`config.mk`:
```
export PLATFORM = sky130hd
export DESIGN_NAME = reg_hazard_unit_flat
export DESIGN_NICKNAME = d
export VERILOG_FILES = /design/src/rtl/reg_hazard_unit_pkg.sv /design/src/rtl/reg_hazard_unit_if.sv /design/src/rtl/reg_hazard_unit_src_cmp.sv /design/src/rtl/reg_hazard_unit.sv /design/src/flat_wrapper.sv
export SDC_FILE = /design/constraint.sdc
export NUM_CORES = 1
export LEC_CHECK = 0
export ABC_AREA = 1
export CELL_PAD_IN_SITES_DETAIL_PLACEMENT = 0
export CELL_PAD_IN_SITES_GLOBAL_PLACEMENT = 2
export CORE_MARGIN = 2
export CORE_UTILIZATION = 28
export DETAILED_ROUTE_END_ITERATION = 6
export HOLD_SLACK_MARGIN = 0.05
export PLACE_DENSITY = 0.81
export SYNTH_ARGS = -nofsm -noshare
export SYNTH_HDL_FRONTEND = slang
export SYNTH_SLANG_ARGS = --single-unit
```
`constraint.sdc`:
```
create_clock -name clk -period 2.2 [get_ports clk]
set_clock_uncertainty 0.2 [all_clocks]
set_input_delay 0.44 -clock clk [delete_from_list [all_inputs] [get_ports clk]]
set_output_delay 0.44 -clock clk [all_outputs]
set_load 0.01 [all_outputs]
```
`src/rtl/reg_hazard_unit_pkg.sv`:
```
// hazard_pkg: shared types and constants for reg_hazard_unit; HAZ_WB_BYPASS_EN selects read-first regfile bypass
package hazard_pkg;
  localparam int REG_NUM_W = 5;
  localparam logic [REG_NUM_W-1:0] ZERO_REG = '0;
`ifdef HAZ_WB_BYPASS_EN
  localparam bit WB_BYPASS = 1'b1;
`else
  localparam bit WB_BYPASS = 1'b0;
`endif
  typedef enum logic [1:0] {
    FWD_RF   = 2'b00,
    FWD_MEM  = 2'b01,
    FWD_WB   = 2'b10,
    FWD_HOLD = 2'b11
  } fwd_sel_t;
  typedef struct packed {
    logic                 valid;
    logic [REG_NUM_W-1:0] num;
    logic                 reg_write;
    logic                 load;
  } dest_entry_t;
  function automatic logic is_producer(dest_entry_t e);
    return e.valid & e.reg_write & (e.num != ZERO_REG);
  endfunction
endpackage

```
`src/rtl/reg_hazard_unit_if.sv`:
```
// reg_hazard_unit_if: ID-stage hazard request and forwarding/writeback response bundle
interface reg_hazard_unit_if #(parameter int REG_W = 5);
  logic             ext_stall;
  logic             flush;
  logic             id_valid;
  logic [REG_W-1:0] id_rs_num;
  logic [REG_W-1:0] id_rt_num;
  logic             id_use_rs;
  logic             id_use_rt;
  logic [REG_W-1:0] id_write_num;
  logic             id_reg_write;
  logic             id_mem_to_reg;
  logic             stall;
  logic [1:0]       ex_fwd_a;
  logic [1:0]       ex_fwd_b;
  logic [REG_W-1:0] wb_write_num;
  logic             wb_reg_write;
  modport master (
    output ext_stall, flush, id_valid, id_rs_num, id_rt_num, id_use_rs, id_use_rt,
           id_write_num, id_reg_write, id_mem_to_reg,
    input  stall, ex_fwd_a, ex_fwd_b, wb_write_num, wb_reg_write
  );
  modport slave (
    input  ext_stall, flush, id_valid, id_rs_num, id_rt_num, id_use_rs, id_use_rt,
           id_write_num, id_reg_write, id_mem_to_reg,
    output stall, ex_fwd_a, ex_fwd_b, wb_write_num, wb_reg_write
  );
endinterface

```
`src/rtl/reg_hazard_unit_src_cmp.sv`:
```
// hazard_src_cmp: matches one ID source register against the in-flight destinations, youngest first
module hazard_src_cmp
  import hazard_pkg::*;
(
  input  logic                 use_src,
  input  logic [REG_NUM_W-1:0] src,
  input  dest_entry_t          ex,
  input  dest_entry_t          mem,
  input  dest_entry_t          wb,
  output logic                 load_use,
  output fwd_sel_t             fwd_sel
);
  logic ex_hit, mem_hit, wb_hit;
  always_comb begin
    ex_hit   = use_src & is_producer(ex) & (ex.num == src);
    mem_hit  = use_src & is_producer(mem) & (mem.num == src);
    wb_hit   = use_src & WB_BYPASS & is_producer(wb) & (wb.num == src);
    load_use = ex_hit & ex.load;
    fwd_sel  = ex_hit ? (ex.load ? FWD_RF : FWD_MEM) :
               mem_hit ? FWD_WB :
               wb_hit ? FWD_HOLD : FWD_RF;
  end
endmodule

```
`src/rtl/reg_hazard_unit.sv`:
```
// reg_hazard_unit: tracks destinations through EX/MEM/WB, raises load-use stall, registers EX forward selects.
// HAZ_WB_BYPASS_EN adds the WB hold-register forward code for a read-first regfile.
module reg_hazard_unit
  import hazard_pkg::*;
#(
  parameter int REG_W    = 5,
  parameter int LINK_REG = 31
) (
  input logic               clk,
  input logic               rst,
  reg_hazard_unit_if.slave  hz
);
  dest_entry_t ex_q, ex_d, mem_q, mem_d, wb_q, wb_d;
  fwd_sel_t    fwd_a_q, fwd_a_d, fwd_b_q, fwd_b_d, sel_a, sel_b;
  logic        lu_a, lu_b, bubble;
  hazard_src_cmp u_cmp_rs (
    .use_src (hz.id_valid & hz.id_use_rs),
    .src     (hz.id_rs_num),
    .ex      (ex_q),
    .mem     (mem_q),
    .wb      (wb_q),
    .load_use(lu_a),
    .fwd_sel (sel_a)
  );
  hazard_src_cmp u_cmp_rt (
    .use_src (hz.id_valid & hz.id_use_rt),
    .src     (hz.id_rt_num),
    .ex      (ex_q),
    .mem     (mem_q),
    .wb      (wb_q),
    .load_use(lu_b),
    .fwd_sel (sel_b)
  );
  always_comb begin
    hz.stall = hz.id_valid & ~hz.flush & (lu_a | lu_b);
    bubble   = hz.flush | hz.stall;
    ex_d     = hz.ext_stall ? ex_q : bubble ? '0 :
               '{valid: hz.id_valid, num: hz.id_write_num,
                 reg_write: hz.id_reg_write, load: hz.id_mem_to_reg};
    mem_d    = hz.ext_stall ? mem_q : ex_q;
    wb_d     = hz.ext_stall ? wb_q : mem_q;
    fwd_a_d  = hz.ext_stall ? fwd_a_q : bubble ? FWD_RF : sel_a;
    fwd_b_d  = hz.ext_stall ? fwd_b_q : bubble ? FWD_RF : sel_b;
  end
  always_ff @(posedge clk) begin
    if (rst) begin
      ex_q    <= '0;
      mem_q   <= '0;
      wb_q    <= '0;
      fwd_a_q <= FWD_RF;
      fwd_b_q <= FWD_RF;
    end else begin
      ex_q    <= ex_d;
      mem_q   <= mem_d;
      wb_q    <= wb_d;
      fwd_a_q <= fwd_a_d;
      fwd_b_q <= fwd_b_d;
    end
    if (!rst) assert (LINK_REG < (1 << REG_W));
  end
  assign hz.ex_fwd_a     = fwd_a_q;
  assign hz.ex_fwd_b     = fwd_b_q;
  assign hz.wb_write_num = wb_q.num;
  assign hz.wb_reg_write = is_producer(wb_q);
endmodule
```
`src/flat_wrapper.sv`:
```
// flat-port wrapper written by rule: the top's interface ports become plain ports
module reg_hazard_unit_flat import hazard_pkg::*;
#(
  parameter int REG_W    = 5,
  parameter int LINK_REG = 31
)
  (clk, rst, hz_ext_stall, hz_flush, hz_id_valid, hz_id_rs_num, hz_id_rt_num, hz_id_use_rs, hz_id_use_rt, hz_id_write_num, hz_id_reg_write, hz_id_mem_to_reg, hz_stall, hz_ex_fwd_a, hz_ex_fwd_b, hz_wb_write_num, hz_wb_reg_write);
  reg_hazard_unit_if #(.REG_W(REG_W)) hz_i ();
  input logic clk;
  input logic rst;
  input wire logic [$bits(hz_i.ext_stall)-1:0] hz_ext_stall;
  input wire logic [$bits(hz_i.flush)-1:0] hz_flush;
  input wire logic [$bits(hz_i.id_valid)-1:0] hz_id_valid;
  input wire logic [$bits(hz_i.id_rs_num)-1:0] hz_id_rs_num;
  input wire logic [$bits(hz_i.id_rt_num)-1:0] hz_id_rt_num;
  input wire logic [$bits(hz_i.id_use_rs)-1:0] hz_id_use_rs;
  input wire logic [$bits(hz_i.id_use_rt)-1:0] hz_id_use_rt;
  input wire logic [$bits(hz_i.id_write_num)-1:0] hz_id_write_num;
  input wire logic [$bits(hz_i.id_reg_write)-1:0] hz_id_reg_write;
  input wire logic [$bits(hz_i.id_mem_to_reg)-1:0] hz_id_mem_to_reg;
  output wire logic [$bits(hz_i.stall)-1:0] hz_stall;
  output wire logic [$bits(hz_i.ex_fwd_a)-1:0] hz_ex_fwd_a;
  output wire logic [$bits(hz_i.ex_fwd_b)-1:0] hz_ex_fwd_b;
  output wire logic [$bits(hz_i.wb_write_num)-1:0] hz_wb_write_num;
  output wire logic [$bits(hz_i.wb_reg_write)-1:0] hz_wb_reg_write;
  assign hz_i.ext_stall = hz_ext_stall;
  assign hz_i.flush = hz_flush;
  assign hz_i.id_valid = hz_id_valid;
  assign hz_i.id_rs_num = hz_id_rs_num;
  assign hz_i.id_rt_num = hz_id_rt_num;
  assign hz_i.id_use_rs = hz_id_use_rs;
  assign hz_i.id_use_rt = hz_id_use_rt;
  assign hz_i.id_write_num = hz_id_write_num;
  assign hz_i.id_reg_write = hz_id_reg_write;
  assign hz_i.id_mem_to_reg = hz_id_mem_to_reg;
  assign hz_stall = hz_i.stall;
  assign hz_ex_fwd_a = hz_i.ex_fwd_a;
  assign hz_ex_fwd_b = hz_i.ex_fwd_b;
  assign hz_wb_write_num = hz_i.wb_write_num;
  assign hz_wb_reg_write = hz_i.wb_reg_write;
  reg_hazard_unit #(.REG_W(REG_W), .LINK_REG(LINK_REG)) u_core (.clk(clk), .rst(rst), .hz(hz_i));
endmodule
```
### Yosys cells after proc, flatten, opt, wreduce, memory -nomap -nowiden

Cells that the tools add are included.

* word-level logic and storage cells: 50
* input port bits: 24
* output and inout port bits: 11
* bits in registers: 26

* muxes and demuxes: 8
* equal/unequal tests: 4
* reduce and logical (&&, ||, !) cells: 3
* bitwise operators: 23

Operators by type and width (count)
* 1-bit bitwise AND: 20
* 5-bit == test: 4
* 5-bit nonzero test: 3
* 2-bit two-way mux: 6
* 8-bit two-way mux: 1
* 1-bit OR: 2
* 1-bit two-way mux: 1
* 1-bit inverter: 1

### Depth between registers and ports, before layout

* depth after elaboration: 9
* depth in mapped cells: 11
* gate-level depth less buffers: 10

### Hierarchy

A second synthesis with hierarchy kept.

* cell total of the unflattened synthesis: 291
* area, all modules: 1706.6 um^2

By module, submodules not included
* reg_hazard_unit: cells each 145, instances 1, sequential area each 560.5 um^2, area each 1136.1 um^2
* hazard_src_cmp: cells each 73, instances 2, sequential area each 0.0 um^2, area each 285.3 um^2

### Worst setup path after synthesis

Ideal clock, no wire load.

* kind: reg2out
* from: register u_core.ex_q[6] in the netlist's numbering
* to: output port hz_stall
* required time: 1560 ps
* cell stages (with the launch flop): 10
* arrival time: 1136 ps
* path buffers: 2
* setup slack: 424 ps
* cells stage by stage: dfxtp_1 -> buf_6 -> xnor2_2 -> nand2_1 -> nor2_1 -> nand3_2 -> nand2_2 -> nand2_4 -> buf_12 -> inv_2

* cells in the longest elaborated chain, start to end: 7
* elaborated cells between the ends (all ways): 12
* those cells by class: eq/ne: 2; bitwise: 9; reduce/logical: 1

Ends and longest elaborated chain
* from (decl): line reg_hazard_unit.sv:13 `dest_entry_t ex_q, ex_d, mem_q, mem_d, wb_q, wb_d;`
* from (signal assigned): line reg_hazard_unit.sv:47 `ex_q <= '0;`
* from (signal assigned): line reg_hazard_unit.sv:53 `ex_q <= ex_d;`
* 5-bit nonzero test: line reg_hazard_unit_pkg.sv:23 `return e.valid & e.reg_write & (e.num != ZERO_REG);`
* 1-bit bitwise AND: line reg_hazard_unit_pkg.sv:23
* 1-bit bitwise AND (2 in series): line reg_hazard_unit_src_cmp.sv:15 `ex_hit = use_src & is_producer(ex) & (ex.num == src);`
* 1-bit bitwise AND: line reg_hazard_unit_src_cmp.sv:18 `load_use = ex_hit & ex.load;`
* 1-bit OR (*): line reg_hazard_unit.sv:35 `hz.stall = hz.id_valid & ~hz.flush & (lu_a | lu_b);`
* 1-bit bitwise AND (*): line reg_hazard_unit.sv:35
* to (decl): line flat_wrapper.sv:21 `output wire logic [$bits(hz_i.stall)-1:0] hz_stall;`

Every way passes the cells marked *; elsewhere a longest branch is shown, timed or not.

### Worst setup path in the final report

* from: register u_core.ex_q[5] in the netlist's numbering
* to: output port hz_stall

Same word-level chain as after synthesis.

==> metrics <==
status finished, final reports clean; crit path from u_core.ex_q[5]; Worst Reg-to-Reg Cells 10; Worst VDD drop 0.259 mV; area of the mapped netlist 1720 um2; WP data arrival 1460 ps; Slew HR 76.7%; Final Critical Period 2100 ps; CTS tree yes; CP endpoint kind output pin; Crit path required time 1560 ps; CTS clk-pin slew, worst paths 90 ps; global-route wire length before repair 7540 um; pin count of the biggest net entering global routing 27; clock share of power 35.1%; worst-margin pin slew 350 ps; YS warnings 0; GRT Overall Usage 14.8%; DP HPWL 3570 um; IO Pins 35; Crit path largest cell delay 350 ps; Final setup viols 0; grt total ovfl 0; Sequential Power Share 44.0%; DR DRC count 0; P_leak 1.09 nW; post-route cell area 2400 um2; Routed WL 4560 um; Max FO, Critical Path 4; Psw 296 uW; Die Width 82.3 um; Critical R2R Launch u_core.ex_q[5]; Pwr Total 1.15 mW; Max Cap Viol 0; Max Fclk 0.475 GHz; Setup TNS 0 ps; Yosys reg bits 26; post-synth net total 275; drt via density 4.37; worst-path cell chain buf_4, xnor2_2, nand2_1, nor2_1, nand3_2, nand2_2, nand2_4, inv_2, buf_6; initial antenna violation count 0; Antenna Nets Post-Route 0; synthesized instance count 251; H-Tree Depth 1; Avg Cell Area, Syn 6.83 um2; DR pass1 iterations 4; die height 82.3 um; final core occ 40.6%; Yosys cell types 31; count of final hold-check violations 0; Setup CP Type reg2out; FP Rows 28; initial DRC count 70; DP Area 2290 um2; Initial Utilization 29.0%; critical path startpoint category flip-flop; Antenna Cells 0; sequential share of the synthesized area 30.3%; worst min path class reg2reg; Area growth syn-to-layout 40.2%; CTS max path bufs 2; Sw Share 25.8%; CTS Buf Count 3; Int Pwr 853 uW; GPL Wtd Cong 0.832; Filler cells 675; R2R Path End u_core.hz.ex_fwd_b[0]; vias in the first global route 1,633; die area 6770 um2; crit path to hz_stall; Buffers on Ports 34; core area 5920 um2; fin. max-slew vios 0; DR vias 1,672; R2R setup slack 450 ps; Worst path slowest cell dfxtp_2; Comb pwr share 20.9%; clock root cell clkbuf_8; layout cell share with drive strength beyond 1 29.9%; Final period util 95.6%; Cell Pwr Density 478 nW/um2; unrepaired setup endpoints after global routing no; NumNets Final 333; CTS Sinks 26; clock latency on the worst-skew pair 280 ps; drt wl/cell 11.9 um
[per-layer routing]
metal	up-vias	global-route usage, %	routed length, um
met3	4	1.74	102
met1	759	19.3	2260
met5	-	0	0
met2	20	25.0	2130
met4	0	5.50	59
li1	889	-	-
[critical path, delay by kind of cell, from the launching register on]
| kind | cells | cell delay (ps) |
|---|---|---|
| flip-flops | 1 | 350 |
| buffers and inverters | 3 | 300 |
| XOR/XNOR | 1 | 140 |
| AND/OR/NAND/NOR | 5 | 410 |
[worst min path at each step]
stage / start / end / slack [ps] / cells after the start
floorplan: u_core.wb_q[7] / u_core.wb_q[7] / 240 / 2
global placement: u_core.wb_q[7] / u_core.wb_q[7] / 250 / 2
detailed placement: u_core.wb_q[1] / u_core.wb_q[1] / 260 / 2
CTS: u_core.hz.ex_fwd_b[1] / u_core.hz.ex_fwd_b[1] / 280 / 2
global route: u_core.wb_q[7] / u_core.wb_q[7] / 300 / 2
finish: u_core.wb_q[1] / u_core.wb_q[1] / 270 / 2
[area by class of cell]
| type | instances | area [um2] | share of cell area, % |
|---|---|---|---|
| Multi-Input combinational cell | 173 | 977 | 40.6 |
| Timing Repair Buffer | 70 | 603 | 25.1 |
| Sequential cell | 26 | 526 | 21.9 |
| Inverter | 35 | 134 | 5.57 |
| Tap cell | 75 | 93.8 | 3.90 |
| Clock buffer | 3 | 41.3 | 1.72 |
| Clock inverter | 1 | 30.0 | 1.25 |
[synthesized netlist by cell type]
master	n	share of area (%)
nand2_2	4	1.5
or2_2	1	0.36
nand3_1	12	3.5
or3_1	1	0.36
o22ai_1	2	0.73
buf_6	3	2.0
clkbuf_1	6	1.3
clkinv_1	1	0.22
clkbuf_8	1	0.80
nand4_1	1	0.36
a21boi_0	1	0.44
a21oi_2	9	4.6
nor2_2	3	1.1
o311ai_0	1	0.51
nand2_1	58	13
clkinv_2	1	0.29
nand2_4	1	0.66
buf_12	1	1.2
inv_2	5	1.1
dfxtp_1	26	30
buf_4	5	2.2
a21oi_1	9	2.6
xnor2_1	5	2.6
inv_1	28	6.1
a211oi_1	8	3.5
nand3_2	12	7.0
xor2_1	4	2.0
o21ai_0	1	0.29
buf_1	1	0.22
nor2_1	39	8.5
xnor2_2	1	0.95
[layout by cell type (no fill, tap or decap), types with 2 or more instances in the layout]
cell             Yosys  layout
clkbuf_8             1       3
xor2_1               4       4
a21oi_2              9       9
clkinv_2             1       2
a211oi_1             8       8
nand2_1             58      55
buf_4                5      35
xnor2_1              5       2
nor2_2               3       5
inv_2                5       5
dfxtp_2              0       4
dfxtp_1             26      22
dlygate4sd2_1        0      13
a21oi_1              9       9
clkdlybuf4s50_1      0      19
xnor2_2              1       3
nand3_2             12      12
nand3_1             12      12
inv_1               28      28
nor2_1              39      37
o22ai_1              2       2
nand2_2              4       7
[power groups by stage]
stage / logic [mW] / clock network (mW) / registers, mW
final: 0.240 / 0.403 / 0.505
after global routing: 0.266 / 0.437 / 0.509
after CTS: 0.236 / 0.418 / 0.506
after detailed placement: 0.240 / 0 / 0.516
after global placement: 0.241 / 0 / 0.517
after floorplan: 0.133 / 0 / 0.510
[repair_timing]
| item | in CTS | in global routing |
|---|---|---|
| buffers inserted | 2 | 0 |
| endpoints found under the setup margin | 2 | 1 |
| hold buffers | 0 | 0 |
| pin swaps | 8 | 6 |
| resized for setup | 28 | 9 |
| hold endpoints to repair | 0 | 0 |
[cell families after synthesis]
kind of cell    count (synthesis)  share of synthesized area [%]
simple gates                  132                           36.0
xor+xnor                       10                           5.54
buf+inv                        52                           15.4
flops                          26                           30.3
compound gates                 31                           12.7
[per-stage QoR]
step	instances	hold WS, ps	setup WS [ps]
2_1_floorplan	251	242	424
6_report	383	272	96.5
5_1_grt	383	297	2.35
3_3_place_gp	377	255	-554
3_5_place_dp	377	258	-547
4_1_cts	383	277	10.7
[sequential cells by signal, summed over array words and instances (netlist names)]
name / count
u_core.hz.ex_fwd_b: 2
u_core.mem_q: 7
u_core.hz.ex_fwd_a: 2
u_core.hz.wb_write_num: 5
u_core.wb_q: 2
u_core.ex_q: 8
No activity file was read; power rests on OpenSTA's default activity.
